### src/rtl/hilo_muldiv_unit_if.sv
// hilo_muldiv_unit_if: operand/funct inputs and HI/LO results of the multiply unit
interface hilo_muldiv_unit_if;
    logic [31:0] dataA;
    logic [31:0] dataB;
    logic [5:0]  Signal;
    logic [63:0] hilo;
    logic        busy;
    logic        done;
    modport master (output dataA, dataB, Signal, input hilo, busy, done);
    modport slave  (input dataA, dataB, Signal, output hilo, busy, done);
endinterface

### src/rtl/hilo_muldiv_unit.sv
// hilo_muldiv_unit: HI/LO register pair with a 32-iteration shift-add multiplier
module hilo_muldiv_unit #(
    parameter logic [5:0] MULT_F  = 6'b011000,
    parameter logic [5:0] MULTU_F = 6'b011001,
    parameter logic [5:0] MTHI_F  = 6'b010001,
    parameter logic [5:0] MTLO_F  = 6'b010011
) (
    input logic clk,
    input logic rst,
    hilo_muldiv_unit_if.slave bus
);
    typedef enum logic {IDLE, RUN} state_t;
    state_t      state;
    logic [63:0] mcand, acc, hilo_q, p;
    logic [31:0] mplier, mag_a, mag_b;
    logic [4:0]  cnt;
    logic        neg, busy_q, done_q, is_mult, is_mul;
    always_comb begin
        mag_a   = bus.dataA[31] ? ~bus.dataA + 32'd1 : bus.dataA;
        mag_b   = bus.dataB[31] ? ~bus.dataB + 32'd1 : bus.dataB;
        is_mult = bus.Signal == MULT_F;
        is_mul  = is_mult || bus.Signal == MULTU_F;
        p       = mplier[0] ? acc + mcand : acc;
    end
    always_ff @(posedge clk) begin
        if (rst) begin
            state  <= IDLE;
            mcand  <= '0;
            acc    <= '0;
            mplier <= '0;
            cnt    <= '0;
            neg    <= 1'b0;
            hilo_q <= '0;
            busy_q <= 1'b0;
            done_q <= 1'b0;
        end else begin
            done_q <= 1'b0;
            if (state == IDLE) begin
                if (is_mul) begin
                    // signed multiply runs on magnitudes; the sign is reapplied at the end
                    mcand  <= {32'b0, is_mult ? mag_a : bus.dataA};
                    mplier <= is_mult ? mag_b : bus.dataB;
                    neg    <= is_mult && (bus.dataA[31] ^ bus.dataB[31]);
                    acc    <= '0;
                    cnt    <= '0;
                    busy_q <= 1'b1;
                    state  <= RUN;
                end else if (bus.Signal == MTHI_F) begin
                    hilo_q[63:32] <= bus.dataA;
                end else if (bus.Signal == MTLO_F) begin
                    hilo_q[31:0] <= bus.dataA;
                end
            end else begin
                acc    <= p;
                mcand  <= mcand << 1;
                mplier <= mplier >> 1;
                cnt    <= cnt + 5'd1;
                if (cnt == 5'd31) begin
                    hilo_q <= neg ? ~p + 64'd1 : p;
                    done_q <= 1'b1;
                    busy_q <= 1'b0;
                    state  <= IDLE;
                end
            end
        end
    end
    assign bus.hilo = hilo_q;
    assign bus.busy = busy_q;
    assign bus.done = done_q;
endmodule

### src/flat_wrapper.sv
// flat-port wrapper written by rule: the top's interface ports become plain ports
module hilo_muldiv_unit_flat 
#(
    parameter logic [5:0] MULT_F  = 6'b011000,
    parameter logic [5:0] MULTU_F = 6'b011001,
    parameter logic [5:0] MTHI_F  = 6'b010001,
    parameter logic [5:0] MTLO_F  = 6'b010011
)
  (clk, rst, bus_dataA, bus_dataB, bus_Signal, bus_hilo, bus_busy, bus_done);
  hilo_muldiv_unit_if bus_i ();
  input logic clk;
  input logic rst;
  input wire logic [$bits(bus_i.dataA)-1:0] bus_dataA;
  input wire logic [$bits(bus_i.dataB)-1:0] bus_dataB;
  input wire logic [$bits(bus_i.Signal)-1:0] bus_Signal;
  output wire logic [$bits(bus_i.hilo)-1:0] bus_hilo;
  output wire logic [$bits(bus_i.busy)-1:0] bus_busy;
  output wire logic [$bits(bus_i.done)-1:0] bus_done;
  assign bus_i.dataA = bus_dataA;
  assign bus_i.dataB = bus_dataB;
  assign bus_i.Signal = bus_Signal;
  assign bus_hilo = bus_i.hilo;
  assign bus_busy = bus_i.busy;
  assign bus_done = bus_i.done;
  hilo_muldiv_unit #(.MULT_F(MULT_F), .MULTU_F(MULTU_F), .MTHI_F(MTHI_F), .MTLO_F(MTLO_F)) u_core (.clk(clk), .rst(rst), .bus(bus_i));
endmodule
### config.mk
export PLATFORM = sky130hd
export DESIGN_NAME = hilo_muldiv_unit_flat
export DESIGN_NICKNAME = d
export VERILOG_FILES = /design/src/rtl/hilo_muldiv_unit_if.sv /design/src/rtl/hilo_muldiv_unit.sv /design/src/flat_wrapper.sv
export SDC_FILE = /design/constraint.sdc
export NUM_CORES = 1
export LEC_CHECK = 0
export CAP_MARGIN = 25
export CORE_ASPECT_RATIO = 1.75
export CORE_MARGIN = 3
export CORE_UTILIZATION = 55
export DETAILED_ROUTE_END_ITERATION = 12
export GPL_TIMING_DRIVEN = 0
export HOLD_SLACK_MARGIN = 0.06
export PLACE_DENSITY = 0.79
export REMOVE_ABC_BUFFERS = 1
export SYNTH_ARGS = -nofsm -noshare
export SYNTH_HDL_FRONTEND = slang
export SYNTH_SLANG_ARGS = --single-unit
### constraint.sdc
create_clock -name clk -period 5 [get_ports clk]
set_input_delay 1 -clock clk [delete_from_list [all_inputs] [get_ports clk]]
set_output_delay 1 -clock clk [all_outputs]
set_load 0.02 [all_outputs]
==> impl_metrics.json, run 1 <==
{
  "max_freq_mhz": 201,
  "synth_top_family_by_area": "compound AO/OA/AOI/OAI gates",
  "synth_compound_area_share_pct": 29.7,
  "hp-class": "flop to flop",
  "dr.pass1.iters": 6,
  "post_synth_fa_ha_maj_area_fraction_pct": 4.80,
  "synth_cell_type_count": 90,
  "reg2reg_slack_ps": 30,
  "synthXorXnorAreaFrac_pct": 5.64,
  "die_w_um": 143,
  "pin_count": 138,
  "clk-insertion-delay-late_ps": 580,
  "yosys.area_share.simple_pct": 26.7,
  "critPathKind": "flop to flop",
  "place_ws_ps": -1260,
  "peakVddDrop_mv": 0.250,
  "vias": 20207,
  "yosysWarnings": 0,
  "dp_hpwl_um": 53100,
  "seqCellArea_um2": 4670,
  "htreeDepth": 1,
  "hold_viol": 0,
  "end_kind": "flop",
  "numCtsBuffers": 25,
  "worst_slack_ps": 34.1,
  "synth.area.mux_share_pct": 2.26,
  "tritoncts": "done",
  "power.density_nw_per_um2": 209,
  "grt_max_degree": 134,
  "viasPerCell": 6.82,
  "clockBufferDepth": 3,
  "drc_errors": 0,
  "maxCapViolations": 0,
  "period_minus_slack_ps": 4970,
  "cp_data_required_time_ps": 5430,
  "p_total_mw": 4.33,
  "fin_crit_sh_pct": 99.3,
  "worstMarginPinSlew_ps": 1050,
  "core-area_um2": 32400,
  "design.die.area_um2": 35300,
  "clock-sinks": 233,
  "async_flop_share_pct": 0,
  "syn_area_per_cell_um2": 7.18,
  "grt_overflow": 0,
  "drt_iter0_drc": 1968,
  "clk_pin_slew_ps": 70,
  "fillers": 2908,
  "postCtsHoldBufs": 0,
  "fin_nets": 2685,
  "antenna_left": 0,
  "areaGrowthSynthToFinish_pct": 14.3,
  "syn_area_um2": 18200,
  "synth_seq_cells": 233,
  "diodes": 0,
  "syn_inst": 2530,
  "antenna_found_initial": 0,
  "die_h_um": 246,
  "rows": 87,
  "initial_core_util_pct": 56.0,
  "setup_violations": 0,
  "synth_flop_cell": "dfxtp_1",
  "portBuffers": 137,
  "grt_pass1_wl_um": 107000,
  "outcome": "finished clean",
  "drt_wl_total_um": 71700,
  "place_congestion": 0.975,
  "drv_slew": 0,
  "wl_per_cell_um": 24.2,
  "slew_headroom_pct": 29.6,
  "layout-drive-gt1-share_pct": 6.25,
  "multiInputGateArea_um2": 12800,
  "cp_max_fo": 7,
  "root_buffer": "clkbuf_16",
  "leakage_nw": 7.53,
  "synth_seq_area_share_pct": 25.7,
  "synth-edff-count": 0,
  "grt_pass1_vias": 18776,
  "skew_ps": 24.6,
  "track_usage_pct": 39.0,
  "cp.arrival_ps": 5390,
  "startpoint_type": "flop"
}
==> cells by family after synthesis <==
logic type	after synthesis
AOI/OAI and AO/OA	835
xor gates and xnor gates	117
adders and majority gates	69
buffers and inverters	209
DFF	233
muxes	40
and+or+nand+nor	1027
==> worst max-delay path, stage by stage (launching register included) <==
cell      delay, ps
dfxtp_1         350
ha_1            390
a21oi_1         270
o21ai_0         310
a211oi_4        550
o21ai_0         310
mux2i_1         190
nor3_1          540
nand2_1         350
nor4b_2         520
nand4_1         290
nor4_2          390
mux2i_1         250
o22ai_1         100
==> report_power, final <==
group          switching [mW]  total [mW]  internal [mW]
logic                   0.307       0.492          0.185
registers              0.0214        1.89           1.87
clock network           0.857        1.94           1.09
total                    1.18        4.33           3.14
==> path summary, 6_finish.rpt <==
check | to | from | cells after the start
max | u_core.bus.hilo[46] | u_core.mcand[10] | 13
min | u_core.bus.hilo[1] | u_core.bus.hilo[1] | 2
max reg2reg | u_core.bus.hilo[46] | u_core.mcand[10] | 13
min reg2reg | u_core.bus.hilo[1] | u_core.bus.hilo[1] | 2
==> sequential cells by signal (all words and copies together), names as in the netlist <==
register         flops
u_core.mplier       32
u_core.bus.hilo     64
u_core.state         1
u_core.neg           1
u_core.acc          64
u_core.bus.busy      1
u_core.cnt           5
u_core.mcand        64
u_core.bus.done      1
==> synth_stat cells (28+ instances only) <==
master / n / share of area, %
clkbuf_1: 137 / 2.8
a311oi_1: 30 / 1.4
a211oi_1: 88 / 3.6
o21ai_0: 132 / 3.6
or3_1: 28 / 0.96
nand3_1: 61 / 1.7
o211ai_1: 28 / 1.2
nand4_1: 50 / 1.7
and3_1: 71 / 2.4
xor2_1: 63 / 3.0
a21oi_1: 287 / 7.9
a21o_1: 35 / 1.4
ha_1: 68 / 4.7
inv_1: 29 / 0.60
xnor2_1: 54 / 2.6
mux2i_1: 32 / 1.8
nor3_1: 63 / 1.7
nand2_1: 235 / 4.9
nor2_1: 394 / 8.1
o31ai_1: 35 / 1.4
a31oi_1: 32 / 1.1
dfxtp_1: 233 / 26
==> stage by stage <==
step                      util, %  std cells  hold WS, ps  setup TNS [ps]  area (um2)
final                        64.0       2961          470               0       20800
after global routing         64.0       2961          501           -7.31       20800
after CTS                    63.4       2953          470               0       20600
after detailed placement     60.4       2904          461          -39760       19600
after global placement       59.1       2887          457        -1933860       19200
after floorplan                 -       2350          454         -673220       17300
==> cell type report <==
cell class | instances | area share, %
flip-flops and latches | 233 | 22.5
well taps | 400 | 2.41
clock inverters | 11 | 0.603
inverters | 29 | 0.548
repair buffers | 167 | 8.80
clock buffers | 33 | 3.35
multi-input cells | 2088 | 61.8
==> cell usage in the layout, fill, tap and decap left out, types with 11 or more instances in the layout <==
cell             count
clkbuf_16           25
nand2_1            233
o41ai_1             16
o31ai_1             32
nor3_1              62
a211oi_1            86
o21ai_0            129
o21a_1              13
or4_1               13
a31oi_1             29
nand4_1             50
nor2_1             393
xnor2_1             54
o211ai_1            28
and2_1              12
ha_1                67
mux2i_1             32
inv_1               27
nor4_1              15
buf_4               14
nand2b_1            23
a21oi_1            281
nand3_1             61
clkdlybuf4s50_1    136
dfxtp_1            230
nor2b_1             11
xor2_1              63
a21o_1              35
and3_1              71
or3_1               28
a311oi_1            29
==> layer usage <==
metal,global-route usage (%),up-vias,wire length [um]
met5,0,-,0
met4,33.2,0,7740
met3,4.86,305,4550
met2,66.9,964,34700
met1,41.5,9537,24800
li1,-,9401,-
==> timing repair <==
item                                    in CTS  in global routing
endpoints found under the setup margin      45                 34
pin swaps                                    2                  6
resized for setup                           24                 28
setup buffers                                5                  7
hold endpoints to repair                     0                  0
No activity file was read; power rests on OpenSTA's default activity.
==> run 2, diff against run 1 <==
--- a/config.mk
+++ b/config.mk
@@ -7,8 +7,8 @@
 export LEC_CHECK = 0
 export CAP_MARGIN = 25
 export CORE_ASPECT_RATIO = 1.75
-export CORE_MARGIN = 3
 export CORE_UTILIZATION = 55
+export CTS_CLUSTER_DIAMETER = 60
 export DETAILED_ROUTE_END_ITERATION = 12
 export GPL_TIMING_DRIVEN = 0
 export HOLD_SLACK_MARGIN = 0.06
==> run 2 against run 1 <==
  * Die area down 4.4%
  * Sequential power about the same
  * Utilization up 0.77 points
  * Critical endpoint is now u_core.bus.hilo[63]
  * Combinational power down 2%
  * Highest routed layer is now met5
  * Largest power group unchanged
  * First-iteration DRC count down 13%
  * Register-to-register slack about the same
==> impl_metrics.json, run 2 (synthesis gave the netlist of run 1 again) <==
{
  "outcome": "finished clean",
  "startpoint_type": "flop",
  "design.die.area_um2": 33800,
  "cp_max_fo": 7,
  "r2r_start": "u_core.mcand[10]",
  "tritoncts": "done",
  "place_congestion": 1.04,
  "worst_slack_ps": 36.7,
  "clk_pin_slew_ps": 70,
  "grt_pass1_wl_um": 104000,
  "final_core_util_pct": 64.8,
  "areaGrowthSynthToFinish_pct": 15.3,
  "power_frac_clock_pct": 47.2,
  "dp_hpwl_um": 50400,
  "mostFrequentLayoutCell": "nor2_1",
  "initial_core_util_pct": 56.2,
  "cp.arrival_ps": 5390,
  "die_h_um": 242,
  "multiInputGateArea_um2": 12800,
  "die_w_um": 139,
  "r2r-end": "u_core.bus.hilo[63]",
  "comb_power_share_pct": 10.7,
  "vias": 20140,
  "antenna_left": 0,
  "hold_viol": 0,
  "cp_data_required_time_ps": 5420,
  "end_kind": "flop",
  "rr_worst_depth": 14,
  "worst_hold_slack_ps": 467,
  "drv_slew": 0,
  "hp-class": "flop to flop",
  "layout-drive-gt1-share_pct": 6.50,
  "fillers": 2931,
  "p_total_mw": 4.50,
  "clock-sinks": 233,
  "viasPerCell": 6.78,
  "leakage_nw": 7.64,
  "numCtsBuffers": 25,
  "period_minus_slack_ps": 4960,
  "postCtsHoldBufs": 0,
  "drt_iter0_drc": 1713,
  "switchingPower_mw": 1.17,
  "grt_pass1_vias": 18977,
  "internal-power_mw": 3.33,
  "skew_ps": 16.1,
  "seqCellArea_um2": 4670,
  "power_frac_seq_pct": 42.1,
  "fin_nets": 2693,
  "slew_headroom_pct": 28.2,
  "setup_violations": 0,
  "htreeDepth": 1,
  "final_cell_mix": "nor2_1, a21oi_1, nand2_1",
  "drc_errors": 0,
  "whs_path_depth": 2,
  "place_ws_ps": -884,
  "rows": 87,
  "max_freq_mhz": 201,
  "drt_wl_total_um": 68000,
  "clk-insertion-delay-late_ps": 580,
  "worstMarginPinSlew_ps": 1070,
  "dr.pass1.iters": 8,
  "fin_crit_sh_pct": 99.3,
  "min_from": "u_core.bus.busy",
  "wl_per_cell_um": 22.9,
  "power.density_nw_per_um2": 215,
  "dp_cells": 2904,
  "portBuffers": 137,
  "grt_overflow": 0,
  "track_usage_pct": 39.5,
  "critPathKind": "flop to flop",
  "core-area_um2": 32300,
  "maxCapViolations": 0,
  "p_sw_share_pct": 26.0,
  "root_buffer": "clkbuf_16",
  "grt_max_degree": 139,
  "final_cells": 2970,
  "peakVddDrop_mv": 0.227,
  "pin_count": 138,
  "reg2reg_slack_ps": 40,
  "holdPathEnd": "u_core.bus.busy",
  "clockBufferDepth": 3,
  "antenna_found_initial": 2
}
run 2: cell types whose count changed in the layout (fill, tap and decap cells not counted), sizes merged:
cell | before | now
buf | 30 | 38
bufinv | 2 | 6
clkbuf | 34 | 30
clkinv | 6 | 5
clkinvlp | 2 | 1
diode | 0 | 1
inv | 30 | 32
run 2: layout make-up:
class                   count  share of cell area, %
diodes                      1                 0.0120
clock buffers              29                   3.20
clock inverters            15                   1.15
inverters                  29                  0.532
multi-input cells        2088                   61.3
flip-flops and latches    233                   22.3
well taps                 400                   2.39
repair buffers            175                   9.05
run 2: power groups by stage:
stage	clock network, mW	logic, mW	registers (mW)
after floorplan	0	0.208	1.95
after global placement	0	0.415	1.95
after detailed placement	0	0.446	1.93
after CTS	2.13	0.462	1.89
after global routing	2.21	0.514	1.89
final	2.13	0.482	1.89
run 2: worst max-delay path by stage:
stage / cells past startpoint / endpoint / startpoint / slack [ps]
floorplan: 5 / u_core.bus.hilo[46] / u_core.state / -4640
global route: 16 / u_core.bus.hilo[40] / u_core.mcand[0] / -4
finish: 14 / u_core.bus.hilo[63] / u_core.mcand[10] / 40
CTS: 13 / u_core.bus.hilo[63] / u_core.mcand[10] / 2
global placement: 6 / u_core.bus.hilo[59] / u_core.state / -11180
detailed placement: 12 / u_core.bus.hilo[40] / u_core.acc[24] / -880
run 2: per-layer routing:
metal	GRT usage (%)	part of all wire, %	vias to the layer above
met5	0	0.026	-
met4	35.3	10	4
met3	7.75	7.2	357
met2	68.0	48	932
met1	40.6	35	9443
li1	-	-	9404
run 2: timing repair:
| item | CTS | global route |
|---|---|---|
| endpoints found under the setup margin | 32 | 32 |
| resized for setup | 23 | 26 |
| gates cloned | 0 | 0 |
| buffers inserted | 4 | 14 |
| pin swaps | 2 | 11 |
run 2: stage by stage:
| stage | instance area [um2] | TNS (ps) |
|---|---|---|
| floorplan | 17300 | -673220 |
| global placement | 19200 | -1808800 |
| detailed placement | 19600 | -15120 |
| CTS | 20700 | 0 |
| global route | 20900 | -7.56 |
| finish | 20900 | 0 |
run 2: critical path: stages (launching register included):
cell	delay, ps
dfxtp_1	410
ha_1	340
a21oi_1	300
o21ai_0	310
a211oi_4	450
buf_4	180
o32ai_2	130
o31ai_4	490
or4_1	190
nand3_1	260
a211oi_1	690
nand4_2	260
o31ai_1	520
xnor2_1	190
o22ai_1	100
==> RTL change: new RTL, settings of run 2 <==
Make the reset (`rst`) asynchronous in one clocked block.
--- a/src/rtl/hilo_muldiv_unit.sv
+++ b/src/rtl/hilo_muldiv_unit.sv
@@ -22,7 +22,7 @@
         is_mul  = is_mult || bus.Signal == MULTU_F;
         p       = mplier[0] ? acc + mcand : acc;
     end
-    always_ff @(posedge clk) begin
+    always_ff @(posedge clk or posedge rst) begin
         if (rst) begin
             state  <= IDLE;
             mcand  <= '0;
Behaviour: differs if rst is asserted again (counterexample within 4 cycles, from zero or initial values and one cycle with rst high); with rst held inactive, the same outputs for 4 cycles.
==> RTL change against run 2 <==
  * The flow now finishes with violations (setup timing)
  * Sequential cell count stayed put
  * Largest cell class unchanged
  * Critical path type unchanged
  * Final area is 5.2% higher
  * Count of clock-buffer cells in the layout is 1 higher
  * Wire length is 6.5% higher
  * Non-clock buffer count is 22 higher
  * Critical path depth is 1 higher
  * Area after synthesis is 1.7% higher
  * Setup slack worse by 110 ps
  * Critical endpoint is now u_core.bus.hilo[56]
Power is not compared: it rests on default switching activity, and its combinational part moved more than twofold at a synthesized area within 25%.
==> RTL change: results (changes against run 2) <==
outcome:
  run_status: "finished with violations"
  violations: "setup timing"
global_routing:
  grt_max_degree: 98  # -29%
  use_met1_pct: 41.1  # +0.55 points
  gr-usage-met2_pct: 73.9  # +5.9 points
  met3_usage_pct: 8.81  # +1.1 points
timing:
  setup_violations: 2  # +2
  setup_ws_ps: -69.4  # -106 ps
  fin_skew_ps: 16.0  # -0.131 ps
  worstMarginPinSlew_ps: 1100  # +27.4 ps
drt:
  routed_via_density: 6.67  # -1.6%
  drt_iter0_markers: 1477  # -14%
  wl_um: 72400  # +6.5%
  wl_per_cell_um: 24.9  # +8.7%
  drtPass1Iterations: 6  # -2
place:
  placed_cells: 2836  # -2.3%
  dp_hpwl_um: 54400  # +8.1%
min_path:
  hp-start: "u_core.bus.hilo[11]"
setup_path:
  max_stage_delay_ps: 590  # -100 ps
  cp_data_arrival_time_ps: 5510  # +120 ps
  critPathSlowestCell: "or4b_4"
  ff2ff_path_depth: 15  # +1
synthesis:
  synth_compound_area_share_pct: 28.0  # -1.7 points
  synth.distinct_cells: 91  # +1.1%
  synth_adder_area_share_pct: 4.72  # -0.081 points
  synthTopCellsByArea: "dfrtp_1 (32%), nand2_1 (7.7%), o21ai_0 (7.4%), a21oi_1 (7.2%), ha_1 (4.6%)"
  yosys-top-cells-count: "nand2_1 (381), o21ai_0 (272), a21oi_1 (264), dfrtp_1 (233), nor2_1 (212)"
  ys_seq_area_share_pct: 31.6  # +5.9 points
  muxShareOfSynthArea_pct: 2.85  # +0.59 points
finish:
  drive_gt1_share_pct: 9.98  # +3.5 points
## RTL change: cell count changes after synthesis, moves of 51 or more
| cell | delta |
|---|---|
| dfrtp_1 | +233 |
| o21ai_0 | +140 |
| nand2_1 | +146 |
| and3_1 | -51 |
| dfxtp_1 | -233 |
| nor2_1 | -182 |
| a211oi_1 | -73 |
## RTL change: cell families (layout without fill, tap and decap cells)
group	count (synthesis)	count (layout)
muxes	50	50
DFF	233	233
AOI/OAI and AO/OA	839	839
and+or+nand+nor	902	902
xor gates and xnor gates	129	129
buffers and inverters	198	282
other	0	1
adders and majority gates	69	69
## RTL change: through the flow
step	power (W)	util, %
2_1_floorplan	0.00738	-
3_3_place_gp	0.00971	59.7
3_5_place_dp	0.00987	61.5
4_1_cts	0.0122	65.3
5_1_grt	0.0133	66.7
6_report	0.0127	66.7
## RTL change: routing by layer
metal  vias up  wire, µm
li1       8909         -
met1      9248     23300
met2       892     35800
met3       358      4870
met4         2      8330
met5         -        15
## RTL change: path summary, 6_finish.rpt
path	slack [ps]	end
worst max-delay path	-70	u_core.bus.hilo[56]
worst min-delay path	480	u_core.bus.hilo[11]
worst max register to register	-70	u_core.bus.hilo[56]
worst min register to register	480	u_core.bus.hilo[11]
max in group asynchronous	2850	u_core.state
min in group asynchronous	850	u_core.mcand[47]
## RTL change: cell type report
cell class | count | area, µm²
Multi-Input combinational cell | 1989 | 12500
Fill cell | 2834 | 11000
Sequential cell | 233 | 5840
Timing Repair Buffer | 197 | 2120
Clock buffer | 30 | 674
Tap cell | 405 | 507
Clock inverter | 15 | 230
Inverter | 40 | 163
Antenna cell | 1 | 2.50
## RTL change: critical path, delay by kind of cell (launching register included)
| family | cells | cell delay [ps] |
|---|---|---|
| buffers and inverters | 1 | 70 |
| XOR/XNOR | 1 | 190 |
| multiplexers | 1 | 190 |
| AND/OR/NAND/NOR | 5 | 2070 |
| flip-flops | 1 | 420 |
| adder cells (fa/ha/maj) | 2 | 370 |
| AO/OA/AOI/OAI | 5 | 1590 |
## RTL change: timing repair
item | CTS | global route
pin swaps | 10 | 20
setup endpoints to repair | 36 | 38
setup buffers | 10 | 13
gates resized for setup | 60 | 59
## RTL change: power breakdown
part	switching (W)	internal, W	total (W)	leakage [nW]
registers	0.000788	0.00256	0.00335	2.95
clock network	0.000879	0.00123	0.00211	0.425
logic	0.00458	0.00268	0.00727	5.34
total	0.00625	0.00647	0.0127	8.72
